File: config.mk
export PLATFORM = sky130hd
export DESIGN_NAME = mult_seq_ctrl
export DESIGN_NICKNAME = d
export VERILOG_FILES = /design/src/rtl/mult_seq_pkg.sv /design/src/rtl/mult_seq_cnt.sv /design/src/rtl/mult_seq_ctrl.sv
export SDC_FILE = /design/constraint.sdc
export NUM_CORES = 1
export LEC_CHECK = 0
export ABC_CLOCK_PERIOD_IN_PS = 2120
export CAP_MARGIN = 20
export CELL_PAD_IN_SITES_DETAIL_PLACEMENT = 0
export CELL_PAD_IN_SITES_GLOBAL_PLACEMENT = 1
export CORE_MARGIN = 4
export CORE_UTILIZATION = 34
export CTS_CLUSTER_SIZE = 24
export DETAILED_ROUTE_END_ITERATION = 7
export PLACE_DENSITY = 0.75
export SETUP_SLACK_MARGIN = 0.1
export SYNTH_ARGS = -nofsm -noshare
export SYNTH_HDL_FRONTEND = slang
export SYNTH_HIERARCHICAL = 1
export SYNTH_SLANG_ARGS = --single-unit
File: constraint.sdc
create_clock -name clk -period 2.12 [get_ports clk]
set_input_delay 0.318 -clock clk [delete_from_list [all_inputs] [get_ports clk]]
set_output_delay 0.318 -clock clk [all_outputs]
set_load 0.02 [all_outputs]
File: src/rtl/mult_seq_pkg.sv
// Shared types and default sizing for the sequential multiply controller.
package mult_seq_pkg;

    typedef enum logic [2:0] {
        ST_WAIT  = 3'd0,
        ST_PULL  = 3'd1,
        ST_MULT  = 3'd2,
        ST_ROUND = 3'd3,
        ST_HOLD  = 3'd4
    } state_t;

    localparam int DEF_NUM_SLICES = 4;
    localparam int DEF_NUM_TAPS   = 4;

endpackage

File: src/rtl/mult_seq_cnt.sv
// Modulo-N up-counter with enable and sync clear; o_wrap flags the terminal count N-1.
module mult_seq_cnt #(
    parameter int N = 4,
    parameter int W = 2
) (
    input  logic         clk,
    input  logic         reset,
    input  logic         i_en,
    input  logic         i_clr,
    output logic [W-1:0] o_cnt,
    output logic         o_wrap
);

    localparam logic [W-1:0] LAST = W'(N - 1);

    logic [W-1:0] r_cnt;

    always_ff @(posedge clk) begin
        if (!reset) begin
            r_cnt <= '0;
        end else if (i_clr) begin
            r_cnt <= '0;
        end else if (i_en) begin
            r_cnt <= (r_cnt == LAST) ? '0 : r_cnt + 1'b1;
        end
    end

    assign o_cnt  = r_cnt;
    assign o_wrap = (r_cnt == LAST);

endmodule

File: src/rtl/mult_seq_ctrl.sv
// Sequencer for a sliced multiply-accumulate: per tap PULL(1) + MULT(NUM_SLICES), then ROUND and HOLD until out_ready.
// Stalls in WAIT while the FIFO is empty; optional stall_cnt output under MULT_SEQ_STALL_CNT_EN.
module mult_seq_ctrl
    import mult_seq_pkg::*;
#(
    parameter int NUM_SLICES = DEF_NUM_SLICES,
    parameter int NUM_TAPS   = DEF_NUM_TAPS,
    localparam int SW = $clog2(NUM_SLICES),
    localparam int TW = (NUM_TAPS > 1) ? $clog2(NUM_TAPS) : 1
) (
    input  logic          clk,
    input  logic          reset,
    input  logic          PushIn,
    input  logic          PushCoef,
    input  logic          fifo_empty,
    input  logic          out_ready,
    output logic [SW-1:0] multiplier_mux_sel,
    output logic          pp_valid,
    output logic          final_en,
    output logic          fifoPullOut,
    output logic [TW-1:0] coef_wr_addr,
    output logic [TW-1:0] tap_idx,
    output logic          result_valid,
    output logic          busy,
    output logic          coef_ready,
    output logic          err
`ifdef MULT_SEQ_STALL_CNT_EN
    ,
    output logic [15:0]   stall_cnt
`endif
);

    state_t        r_state;
    logic          r_pull;
    logic          r_pp;
    logic          r_final;
    logic          r_rv;
    logic          r_coef_ready;
    logic          r_err;

    logic [SW-1:0] w_slice;
    logic          w_slice_wrap;
    logic [TW-1:0] w_tap;
    logic          w_tap_wrap;
    logic [TW-1:0] w_addr;
    logic          w_addr_wrap;
    logic          w_busy;
    logic          w_coef_wr;

    assign w_busy    = (r_state != ST_WAIT) || (w_tap != '0);
    assign w_coef_wr = PushCoef && !w_busy;

    mult_seq_cnt #(.N(NUM_SLICES), .W(SW)) u_slice_cnt (
        .clk    (clk),
        .reset  (reset),
        .i_en   (r_state == ST_MULT),
        .i_clr  (1'b0),
        .o_cnt  (w_slice),
        .o_wrap (w_slice_wrap)
    );

    // tap_idx stays at NUM_TAPS-1 through ROUND and clears on the way into HOLD
    mult_seq_cnt #(.N(NUM_TAPS), .W(TW)) u_tap_cnt (
        .clk    (clk),
        .reset  (reset),
        .i_en   ((r_state == ST_MULT) && w_slice_wrap && !w_tap_wrap),
        .i_clr  (r_state == ST_ROUND),
        .o_cnt  (w_tap),
        .o_wrap (w_tap_wrap)
    );

    mult_seq_cnt #(.N(NUM_TAPS), .W(TW)) u_addr_cnt (
        .clk    (clk),
        .reset  (reset),
        .i_en   (w_coef_wr),
        .i_clr  (1'b0),
        .o_cnt  (w_addr),
        .o_wrap (w_addr_wrap)
    );

    always_ff @(posedge clk) begin
        if (!reset) begin
            r_state <= ST_WAIT;
            r_pull  <= 1'b0;
            r_pp    <= 1'b0;
            r_final <= 1'b0;
            r_rv    <= 1'b0;
        end else begin
            r_pull  <= 1'b0;
            r_pp    <= 1'b0;
            r_final <= 1'b0;
            r_rv    <= 1'b0;
            case (r_state)
                ST_WAIT: begin
                    if (r_coef_ready && !fifo_empty) begin
                        r_state <= ST_PULL;
                        r_pull  <= 1'b1;
                    end
                end
                ST_PULL: begin
                    r_state <= ST_MULT;
                    r_pp    <= 1'b1;
                end
                ST_MULT: begin
                    if (!w_slice_wrap) begin
                        r_pp <= 1'b1;
                    end else if (w_tap_wrap) begin
                        r_state <= ST_ROUND;
                        r_final <= 1'b1;
                    end else begin
                        r_state <= ST_WAIT;
                    end
                end
                ST_ROUND: begin
                    r_state <= ST_HOLD;
                    r_rv    <= 1'b1;
                end
                ST_HOLD: begin
                    if (out_ready) begin
                        r_state <= ST_WAIT;
                    end else begin
                        r_rv <= 1'b1;
                    end
                end
                default: r_state <= ST_WAIT;
            endcase
        end
    end

    always_ff @(posedge clk) begin
        if (!reset) begin
            r_coef_ready <= 1'b0;
            r_err        <= 1'b0;
        end else begin
            if (w_coef_wr && w_addr_wrap) begin
                r_coef_ready <= 1'b1;
            end
            if ((PushCoef && w_busy) || (PushIn && !r_coef_ready)) begin
                r_err <= 1'b1;
            end
        end
    end

`ifdef MULT_SEQ_STALL_CNT_EN
    logic [15:0] r_stall_cnt;

    always_ff @(posedge clk) begin
        if (!reset) begin
            r_stall_cnt <= '0;
        end else if ((r_state == ST_WAIT) && (w_tap != '0) && fifo_empty
                     && (r_stall_cnt != 16'hFFFF)) begin
            r_stall_cnt <= r_stall_cnt + 16'd1;
        end
    end

    assign stall_cnt = r_stall_cnt;
`endif

    // slice counter wraps back to 0 on the last MULT cycle, so it reads 0 elsewhere
    assign multiplier_mux_sel = w_slice;
    assign pp_valid           = r_pp;
    assign final_en           = r_final;
    assign fifoPullOut        = r_pull;
    assign coef_wr_addr       = w_addr;
    assign tap_idx            = w_tap;
    assign result_valid       = r_rv;
    assign busy               = w_busy;
    assign coef_ready         = r_coef_ready;
    assign err                = r_err;

endmodule

==> results of run 1 <==
==> metal layers <==
layer / GRT usage / wire [um]
met5: 0 / 0
met4: 0.0638 / 9
met3: 0.0256 / 34
met2: 0.171 / 536
met1: 0.151 / 729
==> worst register-to-register path, delay by kind of cell, from the launching register on <==
family	cells	cell delay [ps]
DFF	1	370
AOI/OAI and AO/OA	1	110
and+or+nand+nor	4	1090
==> state kept, by name, indices dropped and copies added, names as in the netlist <==
register	flops
r_state	3
u_addr_cnt/o_cnt	2
u_slice_cnt/o_cnt	2
u_tap_cnt/o_cnt	2
coef_ready	1
err	1
fifoPullOut	1
final_en	1
pp_valid	1
result_valid	1
==> power groups by stage <==
stage	logic [mW]	registers (mW)	clock network, mW
5_1_grt	0.0393	0.287	0.182
3_3_place_gp	0.0366	0.293	0
3_5_place_dp	0.0358	0.293	0
4_1_cts	0.0360	0.286	0.171
6_report	0.0360	0.286	0.161
2_1_floorplan	0.0113	0.296	0
==> cell usage after synthesis (2+ instances only) <==
cell	count	area, um2
o21ai_0	2	10.0
nand2b_1	9	56.3
nor2_1	5	18.8
mux2i_1	3	30.0
ha_1	3	37.5
or3b_1	4	35.0
nand2_1	4	15.0
o21a_1	2	15.0
dfxtp_1	15	300
nor3b_1	2	15.0
a21oi_2	3	26.3
a21oi_1	2	10.0
==> cells by family (layout without fill, tap and decap cells) <==
kind of cell	Yosys count	after routing
and+or+nand+nor	34	34
DFF	15	15
muxes	3	3
adders and majority gates	3	3
AOI/OAI and AO/OA	11	11
buffers and inverters	1	25
other	1	2
==> layout make-up <==
cell class | instances | area, um2
Clock buffer | 4 | 26.3
Fill cell | 185 | 883
Inverter | 1 | 3.75
Multi-Input combinational cell | 53 | 382
Sequential cell | 15 | 300
Tap cell | 25 | 31.3
Timing Repair Buffer | 20 | 194
==> through the flow <==
| stage | std cells | area, um2 | setup slack (ps) | util |
|---|---|---|---|---|
| 2_1_floorplan | 69 | 686 | 583 | - |
| 3_3_place_gp | 114 | 912 | 392 | 0.501 |
| 3_5_place_dp | 114 | 912 | 351 | 0.501 |
| 4_1_cts | 118 | 937 | 257 | 0.515 |
| 5_1_grt | 118 | 937 | 182 | 0.515 |
| 6_report | 118 | 937 | 280 | 0.515 |
==> path summary, 6_finish.rpt <==
check / endpoint / start / slack, ps
worst min register to register: err / err / 510
worst max-delay path: busy / r_state[1] / 280
worst min-delay path: err / err / 510
worst max register to register: u_addr_cnt/o_cnt[0] / r_state[1] / 490
==> repair_timing <==
action	CTS	global route
gates resized for setup	1	0
hold buffers	0	0
setup endpoints to repair	1	0
==> impl_metrics.json, run 1 <==
{
  "post_cts_buffers": 0,
  "period_minus_slack_ps": 1840,
  "worst_setup_path_end_kind": "output port",
  "holdWs_ps": 509,
  "yosysWarnings": 6,
  "post-route-drc-count": 0,
  "antenna_found_initial": 0,
  "synth_xor_area_frac": 0,
  "r2r_cells": 5,
  "grt_max_degree": 9,
  "diodes": 0,
  "place_hpwl_mm": 1.01,
  "post_drt_wl_per_cell_um": 11.1,
  "port_buffers": 18,
  "synth-edff-count": 0,
  "path_max_fanout": 8,
  "synth_compound_area_frac": 0.112,
  "maxCapViolations": 0,
  "critPathKind": "flip-flop to output port",
  "total_power_mw": 0.483,
  "ys_types": 26,
  "insertion_delay_ps": 280,
  "synthSimpleGateAreaFrac": 0.338,
  "syn_to_final_growth_pct": 37.4,
  "syn_area_per_cell_um2": 10.0,
  "synthMuxAreaShare": 0.0440,
  "cp_top_family": "simple AND/OR/NAND/NOR gates",
  "synthAdderAreaFrac": 0.0550,
  "clk_path_buf_depth": 2,
  "netlist_area_um2": 682,
  "whs_path_depth": 2,
  "initial_core_util": 0.375,
  "die_h_um": 52.8,
  "crit_cells": 4,
  "drive_gt1_frac": 0.140,
  "grtUsageTotal": 0.115,
  "place.gp.congestion": 0.695,
  "cpPeakStageDelay_ps": 370,
  "drtAntennaViolNets": 0,
  "switching_share": 0.220,
  "period_share": 0.868,
  "setup_viol": 0,
  "synth_top_family_by_area": "simple AND/OR/NAND/NOR gates",
  "cts_buffers": 3,
  "finalSetupTns_ps": 0,
  "drt_iter0_markers": 6,
  "die-area_um2": 2790,
  "postRouteWirelength_mm": 1.31,
  "ctsHtreeMaxLevel": 1,
  "hold_viol": 0,
  "synthFlopType": "dfxtp_1",
  "mostFrequentLayoutCell": "clkdlybuf4s50_1",
  "mostFrequentLayoutCells": "clkdlybuf4s50_1 (17), dfxtp_1 (15), nand2b_1 (9)",
  "rsz0062_at_grt": "false",
  "grt_pass1_vias": 547,
  "clk_pin_slew_ps": 90,
  "p_switching_mw": 0.106,
  "root_buffer": "clkbuf_4",
  "clock-sinks": 15,
  "synth-seq-area-share": 0.440,
  "p_per_area_nw_per_um2": 515,
  "die-width_um": 52.8,
  "internal_power_mw": 0.377,
  "critPathArrivalTime_ps": 1520,
  "synth_async_sr_flop_share": 0,
  "seq_power_share": 0.592,
  "placementRows": 15,
  "grt_pass1_wl_mm": 2.29,
  "p_leak_nw": 0.361,
  "synth-seq-cells": 15,
  "hold_class": "flip-flop to flip-flop",
  "ios": 19,
  "start_kind": "flip-flop",
  "clock_power_share": 0.333,
  "status": "finished clean",
  "cp.required_ps": 1800,
  "peakVddDrop_mv": 0.299,
  "core_um2": 1820,
  "vias": 534,
  "fin_worst_skew_ps": 1.05,
  "path_cells": "or2_4 -> nor4_4 -> inv_2 -> dlygate4sd2_1",
  "combPwrFrac": 0.075,
  "grt_overflow_total": 0,
  "dr.pass1.iters": 4,
  "layout.nets": 103,
  "drt-vias-per-instance": 4.53,
  "critPathSlowestCell": "dfxtp_1",
  "cp_num_buf_inv": 2,
  "fmax_ghz": 0.543,
  "syn_inst": 68,
  "cts_tree": "yes",
  "slew_viol_final": 0
}
Note: power is estimated with default switching activity, not from simulation.
==> run 2: changes to the inputs <==
Settings changed: ABC_CLOCK_PERIOD_IN_PS 2120 to 1550, CORE_UTILIZATION 34 to 31, PLACE_DENSITY 0.75 to 0.72.
Clock period 2.12 ns to 1.55 ns, I/O delays scaled along.
==> impl_metrics.json, run 2 (synthesis results as in run 1) <==
{
  "rrSetupSlack_ps": -20,
  "postRouteWirelength_mm": 1.39,
  "drive_gt1_frac": 0.314,
  "die_h_um": 54.9,
  "syn_to_final_growth_pct": 55.8,
  "cts_hold_buf": 0,
  "initial_core_util": 0.337,
  "period_share": 1.01,
  "ios": 19,
  "drt_iter0_markers": 6,
  "rsz0062_at_grt": "true",
  "critPathKind": "flip-flop to flip-flop",
  "worst_setup_path_end_kind": "flip-flop",
  "p_per_area_nw_per_um2": 626,
  "placementRows": 16,
  "drt-vias-per-instance": 4.44,
  "diodes": 0,
  "layoutNonFillerInstCount": 132,
  "maxCapViolations": 0,
  "place_hpwl_mm": 1.06,
  "grt_overflow_total": 0,
  "clk_path_buf_depth": 2,
  "post_drt_wl_per_cell_um": 10.6,
  "root_buffer": "clkbuf_4",
  "p_leak_nw": 0.538,
  "holdWs_ps": 495,
  "mostFrequentLayoutCells": "dfxtp_1 (13), buf_4 (13), nand2b_1 (9)",
  "fin_worst_skew_ps": 2.88,
  "status": "finished, violations left",
  "core_um2": 2020,
  "hold_viol": 0,
  "whs_path_depth": 2,
  "layout.nets": 115,
  "grtUsageTotal": 0.107,
  "grt_pass1_vias": 523,
  "dr.pass1.iters": 3,
  "die-area_um2": 3010,
  "dpl.cell_count": 124,
  "critPathArrivalTime_ps": 1800,
  "path_max_fanout": 2,
  "port_buffers": 18,
  "final_critical_path_setup_slack_ps": -20.9,
  "peakVddDrop_mv": 0.478,
  "startpoint": "r_state[1]",
  "clk_pin_slew_ps": 90,
  "cts_tree": "yes",
  "grt_max_degree": 9,
  "clock-sinks": 15,
  "grt_pass1_wl_mm": 2.19,
  "cp.required_ps": 1780,
  "period_minus_slack_ps": 1570,
  "antenna_found_initial": 0,
  "worst_r2r_endpoint": "u_addr_cnt/o_cnt[0]",
  "crit_path_end": "u_addr_cnt/o_cnt[0]",
  "hold_class": "flip-flop to flip-flop",
  "start_kind": "flip-flop",
  "die-width_um": 54.9,
  "top_register": "r_state",
  "post-route-drc-count": 0,
  "utilization": 0.525,
  "violations": "setup timing",
  "vias": 586,
  "cts_buffers": 3,
  "reg2reg_from": "r_state[1]",
  "largest_register_ffs": 3,
  "r2r_cells": 6,
  "fmax_ghz": 0.637,
  "ctsHtreeMaxLevel": 1,
  "slew_viol_final": 0,
  "insertion_delay_ps": 280,
  "setup_viol": 2,
  "place.gp.congestion": 0.694,
  "finalSetupTns_ps": -28.6,
  "drtAntennaViolNets": 0
}
-- run 2: area by class of cell --
type	count	area (um2)
fill	209	960
multi-input combinational	53	403
sequential	15	303
timing repair buffer	32	290
tap	27	33.8
clock buffer	4	26.3
inverter	1	6.26
-- run 2: report_power, final --
part / switching, mW / internal [mW]
Clock: 0.120 / 0.0999
Combinational: 0.0237 / 0.0311
Sequential: 0.00215 / 0.389
-- run 2: critical path: stages (launching register included) --
cell and delay, ps:
dfxtp_2 330, or2_4 250, nor4_4 160, buf_4 150, and2_4 150, or3b_4 370
a21oi_2 110
-- run 2: stage by stage --
| step | area, um2 | total power [mW] | setup slack (ps) |
|---|---|---|---|
| floorplan | 694 | 0.421 | 76.2 |
| global placement | 983 | 0.452 | -15.5 |
| detailed placement | 983 | 0.452 | -40.3 |
| CTS | 1010 | 0.674 | -23.7 |
| global route | 1060 | 0.697 | -82.6 |
| finish | 1060 | 0.665 | -20.9 |
-- run 2: worst min-delay path by stage --
stage,start,to
6_report,coef_ready,coef_ready
5_1_grt,err,err
4_1_cts,coef_ready,coef_ready
3_5_place_dp,err,err
3_3_place_gp,coef_ready,coef_ready
2_1_floorplan,fifo_empty,fifoPullOut
-- run 2: repair_timing --
item | CTS | global route
buffers inserted | 2 | 2
endpoints found under the setup margin | 10 | 10
resized for setup | 12 | 13
pin swaps | 0 | 3
-- run 2: metal layers --
layer	GRT usage	wire, um	vias up
met5	0	0	-
met4	0.0364	13	0
met3	0.0563	83	2
met2	0.163	641	12
met1	0.128	655	261
li1	-	-	311
